File: src/rtl/fifo_rd_streamer.sv
// Read-side drain stage for the 16x8 FIFO: issues read strobes, captures registered dout and
// re-presents words on a valid/ready stream. Optional parity storage via `FIFO_RD_PARITY_EN.
module fifo_rd_streamer #(
  parameter int unsigned DATA_W     = 8,
  parameter int unsigned OBUF_DEPTH = 4,
  parameter int unsigned CNT_W      = 16
) (
  input  logic              clk,
  input  logic              rst,
  input  logic              fifo_empty,
  input  logic              fifo_full,
  input  logic              fifo_wr_mon,
  input  logic [DATA_W-1:0] fifo_dout,
  output logic              fifo_rd,
  output logic [DATA_W-1:0] out_data,
  output logic              out_valid,
  input  logic              out_ready,
`ifdef FIFO_RD_PARITY_EN
  output logic              out_parity,
`endif
  output logic [CNT_W-1:0]  out_count
);

  localparam int unsigned PTR_W = $clog2(OBUF_DEPTH);
  localparam int unsigned OCC_W = PTR_W + 1;
  localparam int unsigned RES_W = OCC_W + 1;
`ifdef FIFO_RD_PARITY_EN
  localparam int unsigned ENT_W = DATA_W + 1;
`else
  localparam int unsigned ENT_W = DATA_W;
`endif

  typedef enum logic {
    S_IDLE = 1'b0,
    S_WAIT = 1'b1
  } state_t;

  state_t             state_q, state_d;
  logic [OCC_W-1:0]   occ_q, occ_d;
  logic [PTR_W-1:0]   wr_ptr_q, wr_ptr_d;
  logic [PTR_W-1:0]   rd_ptr_q, rd_ptr_d;
  logic [CNT_W-1:0]   cnt_q, cnt_d;
  logic [ENT_W-1:0]   buf_q [OBUF_DEPTH];

  logic               rd_req;
  logic               accept;
  logic               push;
  logic               pop;
  logic [RES_W-1:0]   reserved;
  logic [ENT_W-1:0]   entry;
  logic [ENT_W-1:0]   head;

  // Slots already owned = stored words plus the one word still in flight from the FIFO.
  assign reserved = RES_W'(occ_q) + RES_W'(state_q == S_WAIT);
  assign rd_req   = !rst && !fifo_empty && (reserved < RES_W'(OBUF_DEPTH));
  // The FIFO drops a read whenever it performs a write in the same cycle.
  assign accept   = rd_req && !(fifo_wr_mon && !fifo_full);
  assign push     = (state_q == S_WAIT);
  assign pop      = out_valid && out_ready;

`ifdef FIFO_RD_PARITY_EN
  assign entry = {^fifo_dout, fifo_dout};
`else
  assign entry = fifo_dout;
`endif

  assign head      = buf_q[rd_ptr_q];
  assign fifo_rd   = rd_req;
  assign out_valid = (occ_q != '0);
  assign out_data  = head[DATA_W-1:0];
  assign out_count = cnt_q;
`ifdef FIFO_RD_PARITY_EN
  assign out_parity = head[DATA_W];
`endif

  always_comb begin
    state_d  = accept ? S_WAIT : S_IDLE;
    occ_d    = occ_q;
    wr_ptr_d = wr_ptr_q;
    rd_ptr_d = rd_ptr_q;
    cnt_d    = cnt_q;
    if (push) begin
      wr_ptr_d = wr_ptr_q + PTR_W'(1);
    end
    if (pop) begin
      rd_ptr_d = rd_ptr_q + PTR_W'(1);
      cnt_d    = cnt_q + CNT_W'(1);
    end
    unique case ({push, pop})
      2'b10:   occ_d = occ_q + OCC_W'(1);
      2'b01:   occ_d = occ_q - OCC_W'(1);
      default: occ_d = occ_q;
    endcase
  end

  always_ff @(posedge clk or posedge rst) begin
    if (rst) begin
      state_q  <= S_IDLE;
      occ_q    <= '0;
      wr_ptr_q <= '0;
      rd_ptr_q <= '0;
      cnt_q    <= '0;
      for (int unsigned i = 0; i < OBUF_DEPTH; i++) begin
        buf_q[i] <= '0;
      end
    end else begin
      state_q  <= state_d;
      occ_q    <= occ_d;
      wr_ptr_q <= wr_ptr_d;
      rd_ptr_q <= rd_ptr_d;
      cnt_q    <= cnt_d;
      if (push) begin
        buf_q[wr_ptr_q] <= entry;
      end
    end
  end

endmodule

File: config.mk
export PLATFORM = sky130hd
export DESIGN_NAME = fifo_rd_streamer
export DESIGN_NICKNAME = d
export VERILOG_FILES = /design/src/rtl/fifo_rd_streamer.sv
export SDC_FILE = /design/constraint.sdc
export NUM_CORES = 1
export LEC_CHECK = 0
export BUFFER_PORTS_ARGS = -buffer_cell sky130_fd_sc_hd__buf_2
export CAP_MARGIN = 5
export CORE_MARGIN = 1
export CORE_UTILIZATION = 52
export CTS_BUF_LIST = sky130_fd_sc_hd__clkbuf_2 sky130_fd_sc_hd__clkbuf_4 sky130_fd_sc_hd__clkbuf_8
export DETAILED_ROUTE_END_ITERATION = 8
export PLACE_DENSITY = 0.78
export SYNTH_ARGS = -nofsm -noshare
export SYNTH_HDL_FRONTEND = slang
export SYNTH_SLANG_ARGS = --single-unit
File: constraint.sdc
create_clock -name clk -period 1.6 [get_ports clk]
set_input_delay 0.24 -clock clk [delete_from_list [all_inputs] [get_ports clk]]
set_output_delay 0.24 -clock clk [all_outputs]
set_load 0.02 [all_outputs]
==> impl_metrics.env <==
export IMPL_status="complete, but fails checks"
export IMPL_violations="design-rule violations, negative setup slack"
export IMPL_syn_avg_cell_area_um2=14.14
export IMPL_required_ns=1.36
export IMPL_wire_per_inst_um=15.40
export IMPL_yosys_top_cells_area="dfrtp_1 (56%), mux2_2 (15%), mux4_2 (7.2%)"
export IMPL_holdWs_ns=0.01384
export IMPL_port_buffer_count=39
export IMPL_crit_fanout=3
export IMPL_slew_violations=0
export IMPL_die_w_um=71.37
export IMPL_fin_skew_ns=0.005389
export IMPL_viasPerCell=5.341
export IMPL_p_comb_share_pct=44.0
export IMPL_ys_ff_latch=56
export IMPL_synth_ff_type="dfrtp_1"
export IMPL_fin_crit_ns=1.774
export IMPL_mostFrequentLayoutCells="dfrtp_1 (56), buf_2 (38), mux2_2 (33)"
export IMPL_grt_max_degree=57
export IMPL_p_per_area_nw_per_um2=1849
export IMPL_rows=24
export IMPL_nNetsFinal=261
export IMPL_vias=1565
export IMPL_yosysWarnings=0
export IMPL_area_growth_pct=24.50
export IMPL_period_share_pct=110.9
export IMPL_critPathCaptureType="output pin"
export IMPL_p_leak_nw=1.465
export IMPL_setup_worst_path_start_class="flop"
export IMPL_synthCells=177
export IMPL_cts_clk_slew_worst_paths_ns=0.09
export IMPL_cts_sinks=56
export IMPL_internal_power_mw=3.760
export IMPL_place_hpwl_um=3059
export IMPL_ir_drop_mv=1.108
export IMPL_relSlewSlack_pct=71.50
export IMPL_synthArstFlopShare_pct=100.0
export IMPL_synth_edff_count=0
export IMPL_drive_gt1_share_pct=51.87
export IMPL_ys_seq_area_share_pct=56.00
export IMPL_setup_slack_ns=-0.1737
export IMPL_overflow=0
export IMPL_grt_setup_unrepaired="yes"
export IMPL_cts_hold_buf=0
export IMPL_grt_usage_pct=18.82
export IMPL_die_area_um2=5094
export IMPL_max_freq_mhz=563.8
export IMPL_cts_tree="done"
export IMPL_start_util_pct=55.93
export IMPL_worstHoldPathType="in -> async"
export IMPL_cts_root_buf="clkbuf_8"
export IMPL_setup_viol=10
export IMPL_yosys_area_top_type="dfrtp_1"
export IMPL_power_frac_seq_pct=41.7
export IMPL_final_common_cell="dfrtp_1"
export IMPL_clkPwrFrac_pct=14.3
export IMPL_drtPass1Iterations=6
export IMPL_worstSkewPairLatency_ns=0.31
export IMPL_routed_wl_um=4513
export IMPL_p_switching_mw=2.000
export IMPL_drv_cap=0
export IMPL_synth_top_area_share_pct=56.00
export IMPL_max_slew_worst_pin_slew_ns=0.4275
export IMPL_final_hold_viol_count=0
export IMPL_numCtsBuffers=5
export IMPL_antenna_found_initial=0
export IMPL_cp_arrival_ns=1.53
export IMPL_synth_cell_type_count=27
export IMPL_finalSetupTns_ns=-1.360
export IMPL_fp_dieH_um=71.37
export IMPL_grt_pass1_wl_um=7120
export IMPL_drc=2
export IMPL_netSwitchingFraction_pct=34.72
export IMPL_gp_routability_congestion=0.7732
export IMPL_coreArea_um2=4474
export IMPL_ant_nets=0
export IMPL_crit_type="reg -> out"
export IMPL_grt_pass1_vias=1478
export IMPL_htree_num_levels=2
export IMPL_io_pins=40
export IMPL_diodes=0
export IMPL_syn_cell_area_um2=2502
export IMPL_synthesis_nets=198
export IMPL_clockBufferDepth=2
export IMPL_drtIter0Drc=78
## registers in the layout, indices dropped and copies added (netlist names)
| signal | count |
|---|---|
| wr_ptr_q | 2 |
| push | 1 |
| rd_ptr_q | 2 |
| out_count | 16 |
| buf_q | 32 |
| occ_q | 3 |
## through the flow
step	util (%)	instance area, µm²	instances	setup slack (ns)	total power [mW]
2_1_floorplan	-	2531	177	-0.05622	4.030
6_report	69.63	3115	293	-0.1737	5.761
3_5_place_dp	65.10	2913	280	-0.004382	4.773
5_1_grt	69.63	3115	293	-0.2317	6.105
4_1_cts	68.09	3047	289	-0.1859	5.679
3_3_place_gp	65.10	2913	280	0.03011	4.690
## metal layers
| layer | GRT usage [%] | share of wire (%) | up-vias |
|---|---|---|---|
| met4 | 8.444 | 2.2 | 0 |
| met5 | 0 | 0 | - |
| met1 | 25.48 | 46 | 768 |
| met3 | 3.938 | 3.3 | 11 |
| li1 | - | - | 750 |
| met2 | 29.63 | 48 | 36 |
## critical path: stages, from the launching register on
cell and delay, ns:
dfrtp_1 0.40, buf_4 0.16, mux4_2 0.50, buf_2 0.17
## cells by family (layout without fill, tap and decap cells)
group	Yosys count	after routing	synth area share [%]
AND/OR/NAND/NOR	35	35	7.500
flip-flops	56	56	56.00
buffers and inverters	13	77	2.050
adder cells (fa/ha/maj)	7	7	3.800
multiplexers	42	42	22.45
AO/OA/AOI/OAI	3	3	0.8500
XOR/XNOR	21	21	7.350
## synth_stat cells (all sizes together) (2+ instances only)
cell type	n
dfrtp	56
mux2	33
nand2	13
xnor2	12
inv	9
xor2	9
mux4	8
ha	6
nand4	5
nor2	4
nor3	4
buf	3
nand3	3
and3	2
## power by group through the flow
| stage | clock (mW) | combinational (mW) | sequential, mW |
|---|---|---|---|
| 2_1_floorplan | 0 | 1.63 | 2.40 |
| 3_3_place_gp | 0 | 2.30 | 2.39 |
| 3_5_place_dp | 0 | 2.35 | 2.42 |
| 4_1_cts | 0.848 | 2.43 | 2.40 |
| 5_1_grt | 0.891 | 2.73 | 2.48 |
| 6_report | 0.826 | 2.53 | 2.40 |
## layout make-up
class                      instances  area [µm²]
clock buffer                       8       97.59
fill                             295        1359
inverter                           9       42.54
multi-input combinational        108        1110
sequential                        56        1401
tap                               52       65.06
timing repair buffer              60       399.1
## final timing paths
kind / start / endpoint / slack, ns / cells past startpoint
max: rd_ptr_q[0] / out_data[5] / -0.17 / 3
min: rst / occ_q[0] / 0.01 / 3
max reg2reg: occ_q[1] / occ_q[2] / -0.03 / 7
min reg2reg: out_count[15] / out_count[15] / 0.48 / 1
max in group asynchronous: rst / rd_ptr_q[0] / 1.35 / 3
min in group clk: fifo_wr_mon / push / 0.11 / 2
## what timing repair did
action / CTS / global route
endpoints found under the setup margin: 13 / 13
gates resized for setup: 9 / 11
pin swaps: 4 / 5
setup buffers: 1 / 4
Power figures use the tool's default switching activity.
